==> src/rtl/pwm_multi_if.sv <==
// Configuration and status bundle between the register bank and the multi-channel PWM.
interface pwm_multi_if #(
  parameter int unsigned WIDTH = 8,
  parameter int unsigned NCH   = 2
);
  logic                   ena;
  logic                   center;
  logic [WIDTH-1:0]       period;
  logic [NCH*WIDTH-1:0]   duty;
  logic                   update;
  logic [NCH-1:0]         pwm_out;
  logic                   period_start;
  logic                   upd_pending;
  logic                   upd_done;

  modport master (
    output ena, center, period, duty, update,
    input  pwm_out, period_start, upd_pending, upd_done
  );

  modport slave (
    input  ena, center, period, duty, update,
    output pwm_out, period_start, upd_pending, upd_done
  );
endinterface

==> src/rtl/pwm_multi.sv <==
// N-channel PWM on a shared edge/center-aligned time base with shadowed
// period/duty/mode registers that only change at period boundaries.
module pwm_multi #(
  parameter int unsigned WIDTH = 8,
  parameter int unsigned NCH   = 2
) (
  input  logic       clk,
  input  logic       resetb,
  pwm_multi_if.slave bus
);

  localparam int unsigned DW = NCH * WIDTH;

  typedef enum logic {DIR_UP = 1'b0, DIR_DOWN = 1'b1} dir_e;

  logic [WIDTH-1:0] cnt_q, cnt_d, cnt_nxt;
  dir_e             dir_q, dir_d, dir_nxt;
  logic [WIDTH-1:0] p_s_q, p_s_d;
  logic [DW-1:0]    d_s_q, d_s_d;
  logic             c_s_q, c_s_d;
  logic             pend_q, pend_d;
  logic             done_q, done_d;
  logic             ps_q, ps_d;
  logic [NCH-1:0]   pwm_q, pwm_d;
  logic             wrap_c;

  // Free-running time base step; wrap_c marks the edge that returns cnt to 0.
  always_comb begin
    cnt_nxt = cnt_q + WIDTH'(1);
    dir_nxt = dir_q;
    wrap_c  = 1'b0;
    if (!c_s_q || (p_s_q == '0)) begin
      if (cnt_q >= p_s_q) begin
        cnt_nxt = '0;
        dir_nxt = DIR_UP;
        wrap_c  = 1'b1;
      end
    end else if (dir_q == DIR_UP) begin
      if (cnt_q >= p_s_q) begin
        if (p_s_q == WIDTH'(1)) begin
          cnt_nxt = '0;
          dir_nxt = DIR_UP;
          wrap_c  = 1'b1;
        end else begin
          cnt_nxt = p_s_q - WIDTH'(1);
          dir_nxt = DIR_DOWN;
        end
      end
    end else begin
      if (cnt_q <= WIDTH'(1)) begin
        cnt_nxt = '0;
        dir_nxt = DIR_UP;
        wrap_c  = 1'b1;
      end else begin
        cnt_nxt = cnt_q - WIDTH'(1);
      end
    end
  end

  // Next state: idle keeps shadows transparent, running loads only at a wrap.
  always_comb begin
    cnt_d  = cnt_q;
    dir_d  = dir_q;
    p_s_d  = p_s_q;
    d_s_d  = d_s_q;
    c_s_d  = c_s_q;
    pend_d = pend_q;
    done_d = 1'b0;
    ps_d   = bus.ena && (cnt_q == '0);
    for (int i = 0; i < NCH; i++) begin
      pwm_d[i] = bus.ena && (cnt_q < d_s_q[i*WIDTH +: WIDTH]);
    end

    if (!bus.ena) begin
      cnt_d  = '0;
      dir_d  = DIR_UP;
      p_s_d  = bus.period;
      d_s_d  = bus.duty;
      c_s_d  = bus.center;
      pend_d = 1'b0;
    end else begin
      cnt_d = cnt_nxt;
      dir_d = dir_nxt;
      if (wrap_c && (pend_q || bus.update)) begin
        p_s_d  = bus.period;
        d_s_d  = bus.duty;
        c_s_d  = bus.center;
        dir_d  = DIR_UP;
        pend_d = 1'b0;
        done_d = 1'b1;
      end else if (bus.update) begin
        pend_d = 1'b1;
      end
    end
  end

  always_ff @(posedge clk or negedge resetb) begin
    if (!resetb) begin
      cnt_q  <= '0;
      dir_q  <= DIR_UP;
      p_s_q  <= '0;
      d_s_q  <= '0;
      c_s_q  <= 1'b0;
      pend_q <= 1'b0;
      done_q <= 1'b0;
      ps_q   <= 1'b0;
      pwm_q  <= '0;
    end else begin
      cnt_q  <= cnt_d;
      dir_q  <= dir_d;
      p_s_q  <= p_s_d;
      d_s_q  <= d_s_d;
      c_s_q  <= c_s_d;
      pend_q <= pend_d;
      done_q <= done_d;
      ps_q   <= ps_d;
      pwm_q  <= pwm_d;
    end
  end

  assign bus.pwm_out      = pwm_q;
  assign bus.period_start = ps_q;
  assign bus.upd_pending  = pend_q;
  assign bus.upd_done     = done_q;

endmodule

==> src/flat_wrapper.sv <==
// flat-port wrapper written by rule: the top's interface ports become plain ports
module pwm_multi_flat 
#(
  parameter int unsigned WIDTH = 8,
  parameter int unsigned NCH   = 2
)
  (clk, resetb, bus_ena, bus_center, bus_period, bus_duty, bus_update, bus_pwm_out, bus_period_start, bus_upd_pending, bus_upd_done);
  pwm_multi_if #(.WIDTH(WIDTH), .NCH(NCH)) bus_i ();
  input  logic clk;
  input  logic resetb;
  input wire logic [$bits(bus_i.ena)-1:0] bus_ena;
  input wire logic [$bits(bus_i.center)-1:0] bus_center;
  input wire logic [$bits(bus_i.period)-1:0] bus_period;
  input wire logic [$bits(bus_i.duty)-1:0] bus_duty;
  input wire logic [$bits(bus_i.update)-1:0] bus_update;
  output wire logic [$bits(bus_i.pwm_out)-1:0] bus_pwm_out;
  output wire logic [$bits(bus_i.period_start)-1:0] bus_period_start;
  output wire logic [$bits(bus_i.upd_pending)-1:0] bus_upd_pending;
  output wire logic [$bits(bus_i.upd_done)-1:0] bus_upd_done;
  assign bus_i.ena = bus_ena;
  assign bus_i.center = bus_center;
  assign bus_i.period = bus_period;
  assign bus_i.duty = bus_duty;
  assign bus_i.update = bus_update;
  assign bus_pwm_out = bus_i.pwm_out;
  assign bus_period_start = bus_i.period_start;
  assign bus_upd_pending = bus_i.upd_pending;
  assign bus_upd_done = bus_i.upd_done;
  pwm_multi #(.WIDTH(WIDTH), .NCH(NCH)) u_core (.clk(clk), .resetb(resetb), .bus(bus_i));
endmodule
==> config.mk <==
export PLATFORM = sky130hd
export DESIGN_NAME = pwm_multi_flat
export DESIGN_NICKNAME = d
export VERILOG_FILES = /design/src/rtl/pwm_multi_if.sv /design/src/rtl/pwm_multi.sv /design/src/flat_wrapper.sv
export SDC_FILE = /design/constraint.sdc
export NUM_CORES = 1
export LEC_CHECK = 0
export ABC_AREA = 1
export BUFFER_PORTS_ARGS = -buffer_cell sky130_fd_sc_hd__buf_2
export CORE_MARGIN = 4
export CORE_UTILIZATION = 47
export DETAILED_ROUTE_END_ITERATION = 7
export GPL_TIMING_DRIVEN = 0
export MAX_ROUTING_LAYER = met4
export PLACE_DENSITY = 0.75
export RECOVER_POWER = 25
export SETUP_SLACK_MARGIN = 0.1
export SLEW_MARGIN = 20
export SYNTH_ARGS = -nofsm -noshare
export SYNTH_HDL_FRONTEND = slang
export SYNTH_SLANG_ARGS = --single-unit
export TNS_END_PERCENT = 30
==> constraint.sdc <==
create_clock -name clk -period 2.3 [get_ports clk]
set_input_delay 0.345 -clock clk [delete_from_list [all_inputs] [get_ports clk]]
set_output_delay 0.345 -clock clk [all_outputs]
set_load 0.01 [all_outputs]
==> impl_metrics.py, run 1 <==
metrics = {
    "synthesis": {
        "syn-cell-area_um2": 2800,
        "yosys.area.top_type": "dfrtp_1",
        "synthAdderAreaFrac": 0.130,
        "syn-num-nets": 426,
        "ys_types": 30,
        "synth_area_leaders": "dfrtp_1 35%, ha_1 13%, nand2_1 12%, nand3_1 6.3%, inv_1 5.8%",
        "synth_seq_area_share": 0.349,
        "yosys.area_share.simple": 0.313,
        "synth_compound_area_frac": 0.0916,
        "postSynthCellCount": 368,
        "synth_top_area_frac": 0.349,
        "synth_seq_cells": 39,
        "synth-xor-area-share": 0.0313,
        "synth_top_family_by_area": "simple AND/OR/NAND/NOR gates",
        "synth_warnings": 0,
        "avgSynthCellArea_um2": 7.61,
        "synth_mux_area_frac": 0,
    },
    "setup_path": {
        "worst-setup-path-type": "flip-flop to flip-flop",
        "worst_path_most_repeated_cell": "nand2_1",
        "worstPathArrival_ns": 2.27,
        "crit_chain": "ha_1 -> nand2_1 -> nor2_1 -> nor2_1 -> nand2_1 -> nand2_2 -> nand2_4 -> nand2_1 -> nand2_2 -> nand2_8 -> nand2_8 -> buf_12 -> nand2_2 -> nand2_1",
        "crit_end": "u_core.p_s_q[6]$_DFFE_PN0P_",
        "r2r-end": "u_core.p_s_q[6]$_DFFE_PN0P_",
        "cp-start-kind": "flip-flop",
        "worstPathMaxFanout": 10,
        "required_ns": 2.49,
        "worst_path_max_delay_cell": "dfrtp_1",
        "rr_worst_depth": 14,
        "rrSetupSlack_ns": 0.23,
        "end_kind": "flip-flop",
        "max_stage_delay_ns": 0.48,
        "crit_start": "u_core.cnt_q[3]$_DFF_PN0_",
        "worstReg2RegStart": "u_core.cnt_q[3]$_DFF_PN0_",
    },
    "finish": {
        "final_area_um2": 3180,
        "drive_above_1_share": 0.215,
        "n_antenna_cell": 0,
        "synthToLayoutAreaGrowth_pct": 13.4,
        "fin_nets": 466,
        "seq_area_um2": 986,
        "n_fill_cell": 532,
        "multi_input_area_um2": 1600,
    },
    "floorplan": {
        "io_pins": 34,
        "start_util": 0.496,
        "die_w_um": 85.2,
        "core_area_um2": 5640,
        "rows": 27,
        "dieArea_um2": 7260,
        "fp.dieH_um": 85.2,
    },
    "grt": {
        "grt_max_degree": 40,
        "grtUsageMet3": 0.0350,
        "antenna_found_initial": 0,
        "grt_overflow_total": 0,
        "globalRoute.busiestLayer": "met2",
        "grt_pass1_vias": 2391,
        "grtUsageTotal": 0.194,
        "gr-usage-met2": 0.313,
        "use_met1": 0.250,
        "grt_pass1_wl_um": 10900,
    },
    "cts": {
        "cts_max_level": 2,
        "clock_latency_ns": 0.30,
        "path_clk_slew_ns": 0.08,
        "cts.sinks": 39,
        "cts_tree": "built",
        "holdBufCountCts": 0,
        "cts_buffers": 5,
        "clock_path_buffers": 2,
        "cts_root_buffer": "clkbuf_8",
    },
    "timing": {
        "fin_tns_setup_ns": 0,
        "finalWorstSetupSlack_ns": 0.227,
        "period_needed_ns": 2.07,
        "worst_slew_pin_slew_ns": 0.961,
        "fmax_mhz": 482,
        "rsz0062_at_grt": "no",
        "drv_slew": 0,
        "final.period_utilization": 0.901,
        "clock_skew_ns": 0.00642,
        "setup_viol": 0,
        "relSlewSlack": 0.359,
        "finalHoldViolCount": 0,
    },
    "run_status": {
        "status": "finished clean",
    },
    "route": {
        "num_vias": 2492,
        "ant_nets": 0,
        "viasPerCell": 5.18,
        "first_pass_iters": 5,
        "wl_per_cell_um": 13.4,
        "totalWireLength_um": 6440,
        "drt_iter0_markers": 157,
        "drc": 0,
    },
    "place": {
        "place_ws_ns": -0.0789,
        "dpl.hpwl_um": 4820,
        "place_area_um2": 3050,
        "io_buffers": 32,
        "globalplace.congestion": 0.914,
    },
    "power": {
        "leakage_nw": 1.71,
        "p_per_area_nw_per_um2": 941,
        "peakVddDrop_v": 0.000502,
    },
    "run": {
        "max_cap_violations": 0,
    },
    "min_path": {
        "hp-class": "primary input to async pin",
    },
}
cell usage in the layout (no fill, tap or decap), drive strengths merged:
cell        n
nor2       36
o21ai      20
a21oi      19
xor2       10
nand3      37
clkinvlp    1
nor3        7
dfrtp      39
ha         29
a31oi       2
a211oi      2
nand4       3
o21a        1
inv        46
clkbuf     10
or2         4
nand2     102
clkinv      1
a21o        2
buf        38
state kept, by name, indices dropped and copies added (netlist names):
signal and flops:
u_core.bus.period_start 1, u_core.bus.pwm_out 2, u_core.bus.upd_done 1, u_core.bus.upd_pending 1
u_core.c_s_q 1, u_core.cnt_q 8, u_core.d_s_q 16, u_core.dir_q 1
u_core.p_s_q 8
metal layers:
metal  up-vias  wire length (um)
met5         -                 0
met1      1135              3000
li1       1267                 -
met3         8               340
met2        82              3000
met4         0               106
cells by family after synthesis:
group	after synthesis
adders and majority gates	29
xor gates and xnor gates	10
and+or+nand+nor	189
DFF	39
AOI/OAI and AO/OA	46
buffers and inverters	55
how the worst min path moves through the flow:
stage,cells after the start,slack (ns),startpoint,end
global placement,2,0.49,u_core.d_s_q[15]$_DFFE_PN0P_,u_core.d_s_q[15]$_DFFE_PN0P_
finish,1,0.18,resetb,u_core.bus.pwm_out[1]$_DFF_PN0_
CTS,1,0.19,resetb,u_core.d_s_q[2]$_DFFE_PN0P_
global route,3,0.23,bus_duty[14],u_core.d_s_q[14]$_DFFE_PN0P_
detailed placement,2,0.50,u_core.d_s_q[2]$_DFFE_PN0P_,u_core.d_s_q[2]$_DFFE_PN0P_
floorplan,0,0.05,resetb,u_core.bus.period_start$_DFF_PN0_
power breakdown:
group	total, W	internal [W]	switching (W)
sequential	0.00103	0.000842	0.000185
clock	0.000482	0.000212	0.000270
combinational	0.00148	0.000565	0.000913
timing repair:
action	4_1_cts	5_1_grt
buffers inserted	0	1
endpoints found under the hold margin	0	0
setup endpoints to repair	28	26
gates resized for setup	5	11
cell usage after synthesis (all sizes together):
library cell  instances
a21oi                19
ha                   29
o21a                  1
nand2               102
inv                  46
nand4                 3
or2                   4
dfrtp                39
o21ai                20
nor3                  7
clkbuf                3
nand3                37
a21o                  2
nor2                 36
buf                   6
a211oi                2
a31oi                 2
xor2                 10
final cells by class:
| class | instances | share of cell area |
|---|---|---|
| Clock buffer | 6 | 0.0229 |
| Inverter | 46 | 0.0552 |
| Multi-Input combinational cell | 274 | 0.505 |
| Sequential cell | 39 | 0.310 |
| Timing Repair Buffer | 33 | 0.0528 |
| Clock inverter | 2 | 0.00394 |
| Tap cell | 72 | 0.0284 |
| Buffer | 9 | 0.0213 |
per-stage QoR:
stage          power [W]  hold WS [ns]   util  std cells
6_report         0.00299         0.181  0.563        481
5_1_grt          0.00326         0.233  0.563        481
4_1_cts          0.00295         0.187  0.557        480
3_5_place_dp     0.00246         0.498  0.541        472
3_3_place_gp     0.00241         0.492  0.541        472
2_1_floorplan    0.00207        0.0494      -        368
worst max-delay path, delay by kind of cell (launching register included):
kind                     cells  cell delay (ns)
flip-flops                   1             0.48
AND/OR/NAND/NOR             12             1.01
buffers and inverters        1             0.16
adder cells (fa/ha/maj)      1             0.33
No activity file was read; power rests on OpenSTA's default activity.
==> inputs of run 2 (changes only) <==
CORE_UTILIZATION = 59   (was 47)
PLACE_DENSITY = 0.89   (was 0.75)
==> run 2 against run 1 <==
  * Critical path depth stayed put
  * Total power is 14% higher
  * Cell area is 4.9% higher
  * Maximum frequency is 2.2% lower
  * Largest power group unchanged
==> impl_metrics.py, run 2 (same netlist as run 1, synthesis figures left out) <==
metrics = {
    "run_status": {
        "status": "finished clean",
    },
    "cts": {
        "cts_tree": "built",
        "clock_path_buffers": 2,
        "cts_max_level": 2,
        "holdBufCountCts": 0,
        "path_clk_slew_ns": 0.08,
        "cts_buffers": 5,
        "clock_latency_ns": 0.30,
        "cts_root_buffer": "clkbuf_8",
        "cts.sinks": 39,
    },
    "floorplan": {
        "die_w_um": 76.9,
        "fp.dieH_um": 76.9,
        "dieArea_um2": 5910,
        "core_area_um2": 4470,
        "rows": 24,
        "io_pins": 34,
        "start_util": 0.626,
    },
    "timing": {
        "period_needed_ns": 2.12,
        "fmax_mhz": 472,
        "setup_viol": 0,
        "relSlewSlack": 0.357,
        "rsz0062_at_grt": "no",
        "worst_slew_pin_slew_ns": 0.964,
        "drv_slew": 0,
        "fin_tns_setup_ns": 0,
        "finalHoldViolCount": 0,
        "finalWorstSetupSlack_ns": 0.180,
        "final.period_utilization": 0.922,
        "clock_skew_ns": 0.00665,
    },
    "finish": {
        "synthToLayoutAreaGrowth_pct": 19.0,
        "final_util": 0.745,
        "largest_register": "u_core.d_s_q",
        "n_antenna_cell": 0,
        "final_common_cell": "nand2_1",
        "largest_reg_flops": 16,
        "top_regs": "u_core.d_s_q (16), u_core.cnt_q (8), u_core.p_s_q (8)",
        "n_fill_cell": 329,
        "drive_above_1_share": 0.258,
        "final_cell_mix": "85 x nand2_1, 41 x inv_1, 35 x nand3_1",
        "fin_nets": 483,
    },
    "grt": {
        "grt_overflow_total": 0,
        "grt_pass1_vias": 2627,
        "grt_pass1_wl_um": 11700,
        "grtUsageTotal": 0.254,
        "antenna_found_initial": 0,
        "grt_max_degree": 40,
    },
    "setup_path": {
        "worst-setup-path-type": "flip-flop to flip-flop",
        "worstPathArrival_ns": 2.31,
        "max_stage_delay_ns": 0.42,
        "cp-start-kind": "flip-flop",
        "worst_path_max_delay_cell": "dfrtp_2",
        "rr_worst_depth": 14,
        "end_kind": "flip-flop",
        "worstPathMaxFanout": 10,
        "required_ns": 2.49,
        "crit_chain": "clkinvlp_4 -> buf_6 -> ha_2 -> nor2_2 -> nor3_2 -> nand2_2 -> nor2_1 -> nor2_1 -> nand2_2 -> nand2_8 -> nand2_8 -> buf_6 -> nand2_1 -> nand2_1",
    },
    "route": {
        "num_vias": 2654,
        "drt_iter0_markers": 237,
        "viasPerCell": 5.55,
        "ant_nets": 0,
        "first_pass_iters": 5,
        "totalWireLength_um": 7160,
        "drc": 0,
        "wl_per_cell_um": 15.0,
    },
    "power": {
        "peakVddDrop_v": 0.000607,
        "p_per_area_nw_per_um2": 1020,
        "leakage_nw": 1.81,
    },
    "place": {
        "globalplace.congestion": 0.895,
        "dpl.hpwl_um": 4950,
        "io_buffers": 32,
        "place_ws_ns": -0.162,
    },
    "run": {
        "max_cap_violations": 0,
    },
    "min_path": {
        "hp-class": "primary input to async pin",
    },
}
-- run 2: worst max-delay path: cells and delay by family (launching register included) --
kind                       cells  cell delay (ns)
adders and majority gates      1             0.21
buffers and inverters          3             0.45
DFF                            1             0.42
and+or+nand+nor               10             0.93
-- run 2: layout make-up --
class,count,area (um2),area share
Clock inverter,2,38.8,0.0116
Inverter,46,176,0.0529
Tap cell,52,65.1,0.0195
Buffer,9,67.6,0.0203
Timing Repair Buffer,49,292,0.0875
Multi-Input combinational cell,275,1620,0.487
Clock buffer,6,82.6,0.0248
Sequential cell,39,987,0.296
-- run 2: metal layers --
metal  vias to the layer above  routed length, um  share of wire  track usage
met5                         -                  0              0            -
met1                      1231               3000           0.42        0.304
met4                         0                195          0.027        0.120
met2                       101               3470           0.48        0.406
li1                       1299                  -              -            -
met3                        23                492          0.069       0.0597
-- run 2: power by group --
part	switching, W	total [W]	internal [W]	leakage [nW]
Clock	0.000265	0.000622	0.000357	0.0618
Sequential	0.000182	0.00103	0.000843	0.476
Combinational	0.00103	0.00175	0.000714	1.28
-- run 2: through the flow --
step	total power, W	cells	cell area [um2]	hold slack [ns]
floorplan	0.00207	368	2800	0.0494
global placement	0.00239	452	3030	0.491
detailed placement	0.00248	452	3030	0.494
CTS	0.00315	461	3170	0.173
global route	0.00369	478	3330	0.224
finish	0.00339	478	3330	0.183
-- run 2: path summary, 6_finish.rpt --
path                                        startpoint                      endpoint  slack [ns]
setup reg to reg             u_core.cnt_q[0]$_DFF_PN0_   u_core.p_s_q[7]$_DFFE_PN0P_        0.18
setup / recovery             u_core.cnt_q[0]$_DFF_PN0_   u_core.p_s_q[7]$_DFFE_PN0P_        0.18
min in group clk                          bus_duty[13]  u_core.d_s_q[13]$_DFFE_PN0P_        0.23
hold / removal                                  resetb  u_core.d_s_q[15]$_DFFE_PN0P_        0.18
max in group asynchronous                       resetb     u_core.cnt_q[2]$_DFF_PN0_        1.46
hold reg to reg            u_core.d_s_q[3]$_DFFE_PN0P_   u_core.d_s_q[3]$_DFFE_PN0P_        0.52
-- run 2: what timing repair did --
action                     in CTS  in global routing
setup endpoints to repair      34                 24
pin swaps                       0                  5
cloned                          0                  1
gates resized for setup        10                 10
buffers inserted                1                 16
